$ cat config.mk
export PLATFORM = sky130hd
export DESIGN_NAME = avr_hvpp_responder
export DESIGN_NICKNAME = d
export VERILOG_FILES = /design/src/rtl/avr_hvpp_responder.sv
export SDC_FILE = /design/constraint.sdc
export NUM_CORES = 1
export LEC_CHECK = 0
export CAP_MARGIN = 20
export CORE_MARGIN = 3
export CORE_UTILIZATION = 56
export DETAILED_ROUTE_END_ITERATION = 6
export MAX_ROUTING_LAYER = met4
export PLACE_DENSITY = 0.75
export SLEW_MARGIN = 20
export SYNTH_ARGS = -nofsm -noshare
export SYNTH_HDL_FRONTEND = slang
export SYNTH_SLANG_ARGS = --single-unit
$ cat constraint.sdc
create_clock -name clk -period 3.3 [get_ports clk]
set_clock_uncertainty 0.1 [all_clocks]
set_input_delay 0.495 -clock clk [delete_from_list [all_inputs] [get_ports clk]]
set_output_delay 0.495 -clock clk [all_outputs]
set_load 0.005 [all_outputs]
$ cat src/rtl/avr_hvpp_responder.sv
// AVR high-voltage parallel programming target model: synchronized strobes, load registers,
// 32x16 flash array, signature readout. Chip erase is built only with HVPP_RESPONDER_ERASE_EN.
module avr_hvpp_responder #(
    parameter int         BUSY_CYCLES = 16,
    parameter logic [7:0] SIG0        = 8'h1E,
    parameter logic [7:0] SIG1        = 8'h91,
    parameter logic [7:0] SIG2        = 8'h09
) (
    input  logic       clk,
    input  logic       rst_n,
    input  logic       xtal,
    input  logic       xa0,
    input  logic       xa1,
    input  logic       bs1,
    input  logic       wr_n,
    input  logic       oe_n,
    input  logic [7:0] data_in,
    output logic [7:0] data_out,
    output logic       data_oe,
    output logic       rdy
);

    localparam int CNT_W = $clog2(BUSY_CYCLES + 32);

    typedef enum logic [1:0] {
        ST_IDLE  = 2'd0,
        ST_WRITE = 2'd1
`ifdef HVPP_RESPONDER_ERASE_EN
        ,
        ST_ERASE = 2'd2
`endif
    } state_t;

    state_t     state_r, state_n;
    logic [CNT_W-1:0] cnt_r, cnt_n;
    logic       rdy_n;

    logic       xtal_s1_r, xtal_s2_r, xtal_prev_r, xtal_arm_r;
    logic       wr_s1_r, wr_s2_r, wr_prev_r, wr_arm_r;
    logic       oe_s1_r, oe_s2_r;
    logic [10:0] in_s1_r, in_s2_r;
    logic [1:0] settle_r;
    logic       settled_s;

    logic       xtal_rise_s, wr_fall_s;
    logic [1:0] xa_s;
    logic       bs1_s;
    logic [7:0] din_s;

    logic [7:0] addr_lo_r, addr_hi_r, data_lo_r, data_hi_r, cmd_r;
    logic [7:0] addr_lo_n, addr_hi_n, data_lo_n, data_hi_n, cmd_n;

    logic [15:0] mem_r [0:31];
    logic        mem_we_s;
    logic [4:0]  mem_waddr_s;
    logic [15:0] mem_wdata_s;
    logic [7:0]  rd_s;
    logic        unused_s;

    function automatic logic [7:0] sig_byte(input logic [7:0] addr);
        case (addr)
            8'd0:    sig_byte = SIG0;
            8'd1:    sig_byte = SIG1;
            8'd2:    sig_byte = SIG2;
            default: sig_byte = 8'hFF;
        endcase
    endfunction

    assign settled_s   = (settle_r == 2'd2);
    assign xtal_rise_s = xtal_s2_r & ~xtal_prev_r & xtal_arm_r;
    assign wr_fall_s   = ~wr_s2_r & wr_prev_r & wr_arm_r;
    assign xa_s        = in_s2_r[10:9];
    assign bs1_s       = in_s2_r[8];
    assign din_s       = in_s2_r[7:0];
    assign unused_s    = ^addr_hi_r;

    // Strobe synchronizers; a strobe arms only after its idle level is seen post-reset.
    always_ff @(posedge clk or negedge rst_n) begin
        if (!rst_n) begin
            xtal_s1_r   <= 1'b0;
            xtal_s2_r   <= 1'b0;
            xtal_prev_r <= 1'b0;
            xtal_arm_r  <= 1'b0;
            wr_s1_r     <= 1'b1;
            wr_s2_r     <= 1'b1;
            wr_prev_r   <= 1'b1;
            wr_arm_r    <= 1'b0;
            oe_s1_r     <= 1'b1;
            oe_s2_r     <= 1'b1;
            in_s1_r     <= 11'd0;
            in_s2_r     <= 11'd0;
            settle_r    <= 2'd0;
        end else begin
            xtal_s1_r   <= xtal;
            xtal_s2_r   <= xtal_s1_r;
            xtal_prev_r <= xtal_s2_r;
            xtal_arm_r  <= xtal_arm_r | (settled_s & ~xtal_s2_r);
            wr_s1_r     <= wr_n;
            wr_s2_r     <= wr_s1_r;
            wr_prev_r   <= wr_s2_r;
            wr_arm_r    <= wr_arm_r | (settled_s & wr_s2_r);
            oe_s1_r     <= oe_n;
            oe_s2_r     <= oe_s1_r;
            in_s1_r     <= {xa1, xa0, bs1, data_in};
            in_s2_r     <= in_s1_r;
            if (!settled_s) begin
                settle_r <= settle_r + 2'd1;
            end
        end
    end

    // Load-register next values; the write path below sees these, so a same-cycle load wins.
    always_comb begin
        addr_lo_n = addr_lo_r;
        addr_hi_n = addr_hi_r;
        data_lo_n = data_lo_r;
        data_hi_n = data_hi_r;
        cmd_n     = cmd_r;
        if (xtal_rise_s) begin
            case (xa_s)
                2'b00: begin
                    if (bs1_s) begin
                        addr_hi_n = din_s;
                    end else begin
                        addr_lo_n = din_s;
                    end
                end
                2'b01: begin
                    if (bs1_s) begin
                        data_hi_n = din_s;
                    end else begin
                        data_lo_n = din_s;
                    end
                end
                2'b10:   cmd_n = din_s;
                default: cmd_n = cmd_r;
            endcase
        end else begin
            cmd_n = cmd_r;
        end
    end

    // Operation FSM next state, busy counter and array write port.
    always_comb begin
        state_n     = state_r;
        cnt_n       = cnt_r;
        rdy_n       = rdy;
        mem_we_s    = 1'b0;
        mem_waddr_s = 5'd0;
        mem_wdata_s = 16'h0000;
        case (state_r)
            ST_IDLE: begin
                if (wr_fall_s && (cmd_n == 8'h10)) begin
                    mem_we_s    = 1'b1;
                    mem_waddr_s = addr_lo_n[4:0];
                    mem_wdata_s = {data_hi_n, data_lo_n};
                    state_n     = ST_WRITE;
                    cnt_n       = {CNT_W{1'b0}};
                    rdy_n       = 1'b0;
`ifdef HVPP_RESPONDER_ERASE_EN
                end else if (wr_fall_s && (cmd_n == 8'h80)) begin
                    state_n = ST_ERASE;
                    cnt_n   = {CNT_W{1'b0}};
                    rdy_n   = 1'b0;
`endif
                end else begin
                    rdy_n = 1'b1;
                end
            end
            ST_WRITE: begin
                if (cnt_r == CNT_W'(BUSY_CYCLES - 1)) begin
                    state_n = ST_IDLE;
                    cnt_n   = {CNT_W{1'b0}};
                    rdy_n   = 1'b1;
                end else begin
                    cnt_n = cnt_r + CNT_W'(1);
                end
            end
`ifdef HVPP_RESPONDER_ERASE_EN
            ST_ERASE: begin
                mem_we_s    = 1'b1;
                mem_waddr_s = cnt_r[4:0];
                mem_wdata_s = 16'hFFFF;
                if (cnt_r == CNT_W'(31)) begin
                    state_n = ST_IDLE;
                    cnt_n   = {CNT_W{1'b0}};
                    rdy_n   = 1'b1;
                end else begin
                    cnt_n = cnt_r + CNT_W'(1);
                end
            end
`endif
            default: begin
                state_n = ST_IDLE;
                cnt_n   = {CNT_W{1'b0}};
                rdy_n   = 1'b1;
            end
        endcase
    end

    // Read mux: busy array reads as erased, otherwise the command picks the source.
    always_comb begin
        rd_s = 8'h00;
        if (state_r != ST_IDLE) begin
            rd_s = 8'hFF;
        end else begin
            case (cmd_r)
                8'h02:   rd_s = bs1_s ? mem_r[addr_lo_r[4:0]][15:8] : mem_r[addr_lo_r[4:0]][7:0];
                8'h08:   rd_s = sig_byte(addr_lo_r);
                default: rd_s = 8'h00;
            endcase
        end
    end

    // Control, load and output registers.
    always_ff @(posedge clk or negedge rst_n) begin
        if (!rst_n) begin
            state_r   <= ST_IDLE;
            cnt_r     <= {CNT_W{1'b0}};
            rdy       <= 1'b1;
            addr_lo_r <= 8'h00;
            addr_hi_r <= 8'h00;
            data_lo_r <= 8'h00;
            data_hi_r <= 8'h00;
            cmd_r     <= 8'h00;
            data_out  <= 8'h00;
            data_oe   <= 1'b0;
        end else begin
            state_r   <= state_n;
            cnt_r     <= cnt_n;
            rdy       <= rdy_n;
            addr_lo_r <= addr_lo_n;
            addr_hi_r <= addr_hi_n;
            data_lo_r <= data_lo_n;
            data_hi_r <= data_hi_n;
            cmd_r     <= cmd_n;
            if (!oe_s2_r) begin
                data_oe  <= 1'b1;
                data_out <= rd_s;
            end else begin
                data_oe  <= 1'b0;
                data_out <= 8'h00;
            end
        end
    end

    // Flash array is deliberately outside reset so contents survive it.
    always_ff @(posedge clk) begin
        if (mem_we_s) begin
            mem_r[mem_waddr_s] <= mem_wdata_s;
        end
    end

endmodule

==> metrics.txt, run 1 <==
outcome=finished clean; area of all placed cells without fillers=26780 sq um; via count of the routed design=11780; via count of the first global-routing pass=11960; count of flip-flops with a built-in enable after synthesis=512; category of cells accounting for the largest share of critical-path delay=simple AND/OR/NAND/NOR gates; Die ar.=43580 sq um; First-pass DRT Iterations=6; number of warnings reported in the yosys synthesis log=0; routed wire length on met2=25.91 mm; endpoint type of the worst setup path=flop; first-pass GRT wire length=between 80 and 90 mm; required time of the critical path=around 3.5 ns; layout cells sized above 1=0.2823; commonest non-fill, non-tap cells in the layout=sky130_fd_sc_hd__edfxtp_1, sky130_fd_sc_hd__mux4_2, sky130_fd_sc_hd__buf_4; maximum single-stage delay on the critical path=between 0.5 and 0.6 ns; met1 WL=between 20 and 25 mm; startpoint types=flop; WP buf/inv=1; count of standard-cell rows=73; cell accounting for the most synthesized area=sky130_fd_sc_hd__edfxtp_1; synth unique cells=55; CTS sink cnt=just under 600; Synthesized Nets=1178; final hold violation count=0; minimum clock period=~3.2 ns; post-route worst setup slack=0.1305 ns; Worst Max-Slew Pin Slew=0.8356 ns; maximum frequency from static timing analysis=around 320 MHz; Residual DRC=0; clock root cell=sky130_fd_sc_hd__clkbuf_16; cell area after placement=24850 sq um; flip-flop and latch count after synthesis=595; cell type with the highest occurrence count on the critical path=sky130_fd_sc_hd__or4_4; Clk Latency, worst-skew pair=0.60 ns; Worst Path Max Fanout=9; most common cell after layout, fill and taps aside=sky130_fd_sc_hd__edfxtp_1; worst-case clock buffer depth=3; detail-routed via count per cell=6.319; die height=~210 um; port bufs=25; area share of the largest cell type after synthesis=0.6679; Critical-path top delay cell=sky130_fd_sc_hd__or4_4; area of all sequential standard cells=17470 sq um; met3 routed wirelength=slightly below 5 mm; worst vdd rail ir drop=0.3708 mV; overall track demand over capacity in global routing=0.2608; top routing layer used=met4; # H-tree levels=2; ordered cell list for the critical path=or4_4 -> or4_4 -> mux2i_4 -> nand3_4 -> or3_4 -> nor2_1 -> buf_4; share of synthesized flip-flops with an asynchronous set or reset=0.1395; horizontal die dimension=208.8 um; wire per inst=roughly 29 um; area added between synthesis and finish=16.33%; remaining global-route overflow=0; type of the most critical hold path=in2reg; GPL Wtd Cong=1.038; residual antenna-violating net count after detailed routing=0; prevailing post-synth register cell=sky130_fd_sc_hd__edfxtp_1; total leakage power=0.007856 uW; Total Wirelength=54.21 mm; first-iteration detailed-routing DRC count=1544; count of maximum capacitance violations=0; type of the worst setup path=reg2reg; Final #Nets=1313; final-report max-slew violation count=0; final HPWL from detailed placement=about 34 mm; top cells by area in the synthesized netlist=sky130_fd_sc_hd__edfxtp_1, sky130_fd_sc_hd__mux4_2, sky130_fd_sc_hd__dfrtp_1; Post-Syn Area per Cell=slightly below 20 sq um; worst endpoint data arrival time=roughly 3.4 ns; part of the cycle the worst path needs=0.9605; worst hold margin=0.1982 ns; post-route total power=about 17000 uW; worst setup timing slack at the placement stage=-0.02497 ns; area used by multi-input combinational logic=5286 sq um; number of filler cells placed in the layout=2522; worst slew slack as a fraction of its limit=0.4418; number of inserted diodes=0; count of endpoints failing setup in the final report=0; setup repair after global routing missed its margin=false; number of buffers inserted during clock tree synthesis=56; top-level port count=26; Total Negative Setup Slacks=0 ns; total power divided by cell area=roughly 630 nW/um^2; initial core utilization=0.5728; clock transition at the registers of the reported paths=about 0.060 ns; Core ar.=40190 sq um; synthesized instance count=1160; Synth Cell Area=23020 sq um; pin count of the biggest net entering global routing=49; number of antenna violations at the first check in global routing=0; CTS tree=done; sequential-to-total area share from yosys stat=0.7584
## cells by family (layout without fill, tap and decap cells)
group / count (synthesis) / count (layout) / synth area share
simple gates: 174 / 174 / 0.03913
mux: 223 / 223 / 0.1591
fa+ha+maj: 2 / 2 / 0.001087
flops: 595 / 595 / 0.7584
buf+inv: 67 / 246 / 0.01348
xor+xnor: 4 / 4 / 0.001522
compound gates: 95 / 95 / 0.02728
## worst register-to-register path: stages (launching register included)
cell                      delay [ns]
sky130_fd_sc_hd__dfrtp_1        0.38
sky130_fd_sc_hd__or4_4          0.55
sky130_fd_sc_hd__or4_4          0.51
sky130_fd_sc_hd__mux2i_4        0.20
sky130_fd_sc_hd__nand3_4        0.15
sky130_fd_sc_hd__or3_4          0.51
sky130_fd_sc_hd__nor2_1         0.24
sky130_fd_sc_hd__buf_4          0.24
## state kept, by name (all words and copies together) (netlist names)
| register | cells |
|---|---|
| wr_s2_r | 1 |
| in_s2_r | 11 |
| wr_s1_r | 1 |
| cnt_r | 6 |
| oe_s2_r | 1 |
| wr_arm_r | 1 |
| data_oe | 1 |
| data_out | 8 |
| cmd_r | 8 |
| xtal_s2_r | 1 |
| settle_r | 2 |
| state_r | 1 |
| oe_s1_r | 1 |
| data_hi_r | 8 |
| data_lo_r | 8 |
| xtal_s1_r | 1 |
| mem_r | 512 |
| xtal_prev_r | 1 |
| addr_lo_r | 8 |
| xtal_arm_r | 1 |
| rdy | 1 |
| wr_prev_r | 1 |
| in_s1_r | 11 |
## Yosys cell counts (all sizes together) (17+ instances only)
| cell | n |
|---|---|
| mux2i | 80 |
| buf | 30 |
| clkbuf | 28 |
| mux2 | 33 |
| edfxtp | 512 |
| o21ai | 23 |
| mux4 | 110 |
| dfrtp | 77 |
| nand2 | 44 |
| nand3 | 18 |
| a21oi | 20 |
| nor2 | 51 |
| a22oi | 18 |
| nor2b | 17 |
## power breakdown
group | switching [uW] | leakage [uW] | internal [uW]
combinational | 934 | 0.00233 | 798
clock | 2710 | 0.000926 | 3930
sequential | 241 | 0.00460 | 8230
## routing by layer
layer,track usage,vias to the layer above
li1,-,4944
met1,0.3757,6089
met2,0.3929,653
met3,0.04534,92
met4,0.07691,0
met5,-,-
## what timing repair did
action / 4_1_cts / 5_1_grt
gates resized for setup: 1 / 2
cloned: 0 / 0
hold buffers: 1 / 0
endpoints found under the hold margin: 41 / 0
endpoints found under the setup margin: 35 / 135
buffers inserted: 0 / 0
## area by class of cell
| cell class | instances | area share |
|---|---|---|
| clock buffer | 61 | 0.05382 |
| clock inverter | 41 | 0.01733 |
| timing repair buffer | 135 | 0.05326 |
| sequential | 595 | 0.6524 |
| inverter | 9 | 0.001262 |
| multi-input combinational | 498 | 0.1974 |
| tap | 525 | 0.02453 |
## final timing paths
check	startpoint	endpoint	cells past startpoint	slack, ns
setup / recovery	cmd_r[5]$_DFF_PN0_	mem_r[28][8]$_DFFE_PP_	7	0.13
hold / removal	oe_n	oe_s1_r$_DFF_PN1_	1	0.20
setup reg to reg	cmd_r[5]$_DFF_PN0_	mem_r[28][8]$_DFFE_PP_	7	0.13
hold reg to reg	in_s1_r[10]$_DFF_PN0_	in_s2_r[10]$_DFF_PN0_	0	0.25
max in group asynchronous	rst_n	wr_prev_r$_DFF_PN1_	3	1.96
min in group asynchronous	rst_n	data_hi_r[2]$_DFF_PN0_	2	0.35
## metrics by stage
stage	instances	util
final	1864	0.6663
after floorplan	1160	-
after CTS	1864	0.6661
after global placement	1761	0.6183
after detailed placement	1761	0.6183
after global routing	1864	0.6663
Power figures use the tool's default switching activity.
==> run 2: changes to the inputs <==
- GPL_ROUTABILITY_DRIVEN: default -> 0
- GPL_TIMING_DRIVEN: default -> 1
==> run 2 against run 1 <==
- non-clock buffer count shrank 9
- via count rose by 1.2%
- sequential share of layout area up 0.34 points
- critical path depth unchanged
- count of clock-buffer cells in the layout increased by 20
- fmax grew 1.0%
- worst hold slack got worse by 0.0042 ns
- utilization is 0.34 points lower
- cell count is 0.32% lower
- power is 1.4% lower
- setup slack improved by 0.032 ns
- sequential power about the same
- critical endpoint is now mem_r[17][2]$_DFFE_PP_
- largest cell class unchanged
- largest power group unchanged
==> metrics.txt, run 2 (synthesized netlist as in run 1, its figures left out) <==
layout cells sized above 1=0.2718 (-0.01053); register with the highest flop count=mem_r; die height=208.8 um (unchanged); Regs by FF count=mem_r (512), in_s1_r (11), in_s2_r (11); Critical-path top delay cell=sky130_fd_sc_hd__or3_1; worst-case clock buffer depth=3 (unchanged); detail-routed via count per cell=6.413 (+1.5%); residual antenna-violating net count after detailed routing=0 (unchanged); initial core utilization=0.5728 (unchanged); WP buf/inv=1 (unchanged); First-pass DRT Iterations=6 (unchanged); via count of the first global-routing pass=11880 (-0.71%); area added between synthesis and finish=15.73%; overall track demand over capacity in global routing=0.2593 (-0.001558); Residual DRC=0 (unchanged); Total Wirelength=54.05 mm (-0.30%); required time of the critical path=3.50 ns (about the same); worst vdd rail ir drop=0.3598 mV (-2.9%); ordered cell list for the critical path=or4_4 -> or4_4 -> mux2i_4 -> nand3_4 -> or3_1 -> nor2_1 -> buf_12; Final #Nets=1303 (-0.76%); maximum single-stage delay on the critical path=0.55 ns (about the same); count of endpoints failing setup in the final report=0 (unchanged); wire per inst=29.09 um (about the same); port bufs=25 (unchanged); Worst Path Max Fanout=16 (+7); total leakage power=0.007781 uW (-0.95%); number of buffers inserted during clock tree synthesis=55 (-1.8%); final hold violation count=0 (unchanged); via count of the routed design=11920 (+1.2%); part of the cycle the worst path needs=0.9507 (-0.009749); worst hold margin=0.1940 ns (-0.004201 ns); setup repair after global routing missed its margin=false; top-level port count=26 (unchanged); Worst Max-Slew Pin Slew=0.9212 ns (+0.08568 ns); number of antenna violations at the first check in global routing=1 (+1); worst endpoint data arrival time=3.34 ns (-0.03 ns); endpoint type of the worst setup path=flop; setup fix buffers added after clock tree synthesis=0 (unchanged); flip-flop count of the largest register, all copies and words added=512 (unchanged); remaining global-route overflow=0 (unchanged); CTS tree=done; Clk Latency, worst-skew pair=0.62 ns (+0.02 ns); Die ar.=43580 sq um (unchanged); cell type with the highest occurrence count on the critical path=sky130_fd_sc_hd__or4_4; total power divided by cell area=623.1 nW/um^2 (-0.91%); outcome=finished clean; first-pass GRT wire length=80.25 mm (-0.61%); horizontal die dimension=208.8 um (unchanged); type of the worst setup path=reg2reg; first-iteration detailed-routing DRC count=1712 (+11%); post-route worst setup slack=0.1627 ns (+0.03217 ns); commonest non-fill, non-tap cells in the layout=sky130_fd_sc_hd__edfxtp_1, sky130_fd_sc_hd__mux4_2, sky130_fd_sc_hd__mux2i_1; count of maximum capacitance violations=0 (unchanged); clock transition at the registers of the reported paths=0.06 ns (about the same); area of all placed cells without fillers=26640 sq um (-0.51%); startpoint types=flop; final-report max-slew violation count=0 (unchanged); Core ar.=40190 sq um (unchanged); maximum frequency from static timing analysis=318.7 MHz (+1.0%); cell area after placement=24770 sq um (-0.32%); count of standard-cell rows=73 (unchanged); # H-tree levels=2 (unchanged); pin count of the biggest net entering global routing=53 (+8.2%); clock root cell=sky130_fd_sc_hd__clkbuf_16; most common cell after layout, fill and taps aside=sky130_fd_sc_hd__edfxtp_1; worst slew slack as a fraction of its limit=0.3846 (-0.05724); category of cells accounting for the largest share of critical-path delay=simple AND/OR/NAND/NOR gates; final HPWL from detailed placement=34.36 mm (about the same); minimum clock period=3.137 ns (-0.03217 ns); worst setup timing slack at the placement stage=0.04696 ns (+0.07193 ns); type of the most critical hold path=in2reg; CTS sink cnt=595 (unchanged)
run 2: cell types whose count changed in the layout (fill, tap and decap cells not counted), sizes merged:
cell / before / now
buf: 110 / 101
clkinvlp: 5 / 2
clkinv: 25 / 15
clkbuf: 61 / 81
diode: 0 / 1
bufinv: 10 / 5
run 2: cell type report:
class                      instances  area, sq um
sequential                       595        17470
fill                            2533        13550
multi-input combinational        498         5281
clock buffer                      81         1600
timing repair buffer             126         1346
tap                              525        656.9
clock inverter                    23        250.2
inverter                           9        33.78
antenna                            1        2.502
run 2: path summary, 6_finish.rpt:
path                                 startpoint                     end  slack, ns  cells after the start
max reg2reg                  cmd_r[5]$_DFF_PN0_  mem_r[17][2]$_DFFE_PP_       0.16                      7
max                          cmd_r[5]$_DFF_PN0_  mem_r[17][2]$_DFFE_PP_       0.16                      7
min reg2reg                in_s1_r[5]$_DFF_PN0_    in_s2_r[5]$_DFF_PN0_       0.25                      0
min in group asynchronous                 rst_n  addr_lo_r[3]$_DFF_PN0_       0.39                      2
max in group asynchronous                 rst_n       oe_s2_r$_DFF_PN1_       1.94                      3
min                                        oe_n       oe_s1_r$_DFF_PN1_       0.19                      1
run 2: where the power goes:
| part | leakage [uW] | total (uW) | internal, uW | switching (uW) |
|---|---|---|---|---|
| Combinational | 0.00228 | 1740 | 781 | 961 |
| Clock | 0.000901 | 6410 | 3750 | 2660 |
| Sequential | 0.00460 | 8440 | 8230 | 213 |
| Total | 0.00778 | 16600 | 12800 | 3840 |
run 2: per-layer routing:
layer  up-vias  global-route usage  share of wire
met5         -                   -              0
met2       680              0.3822           0.47
li1       4933                   -              -
met3       105             0.04429          0.094
met1      6197              0.3799           0.40
met4         0             0.08083          0.031
run 2: repair_timing:
action | CTS | global route
gates resized for setup | 0 | 2
hold buffers | 1 | 0
endpoints found under the setup margin | 0 | 180
endpoints found under the hold margin | 48 | 0
run 2: per-stage QoR:
step                      power, uW  TNS [ns]  cells  utilization
after detailed placement      10320         0   1752       0.6163
final                         16600         0   1858       0.6629
after floorplan                9703    -47.97   1160            -
after global placement        10270         0   1752       0.6163
after CTS                     16670         0   1857       0.6626
after global routing          17110         0   1858       0.6629
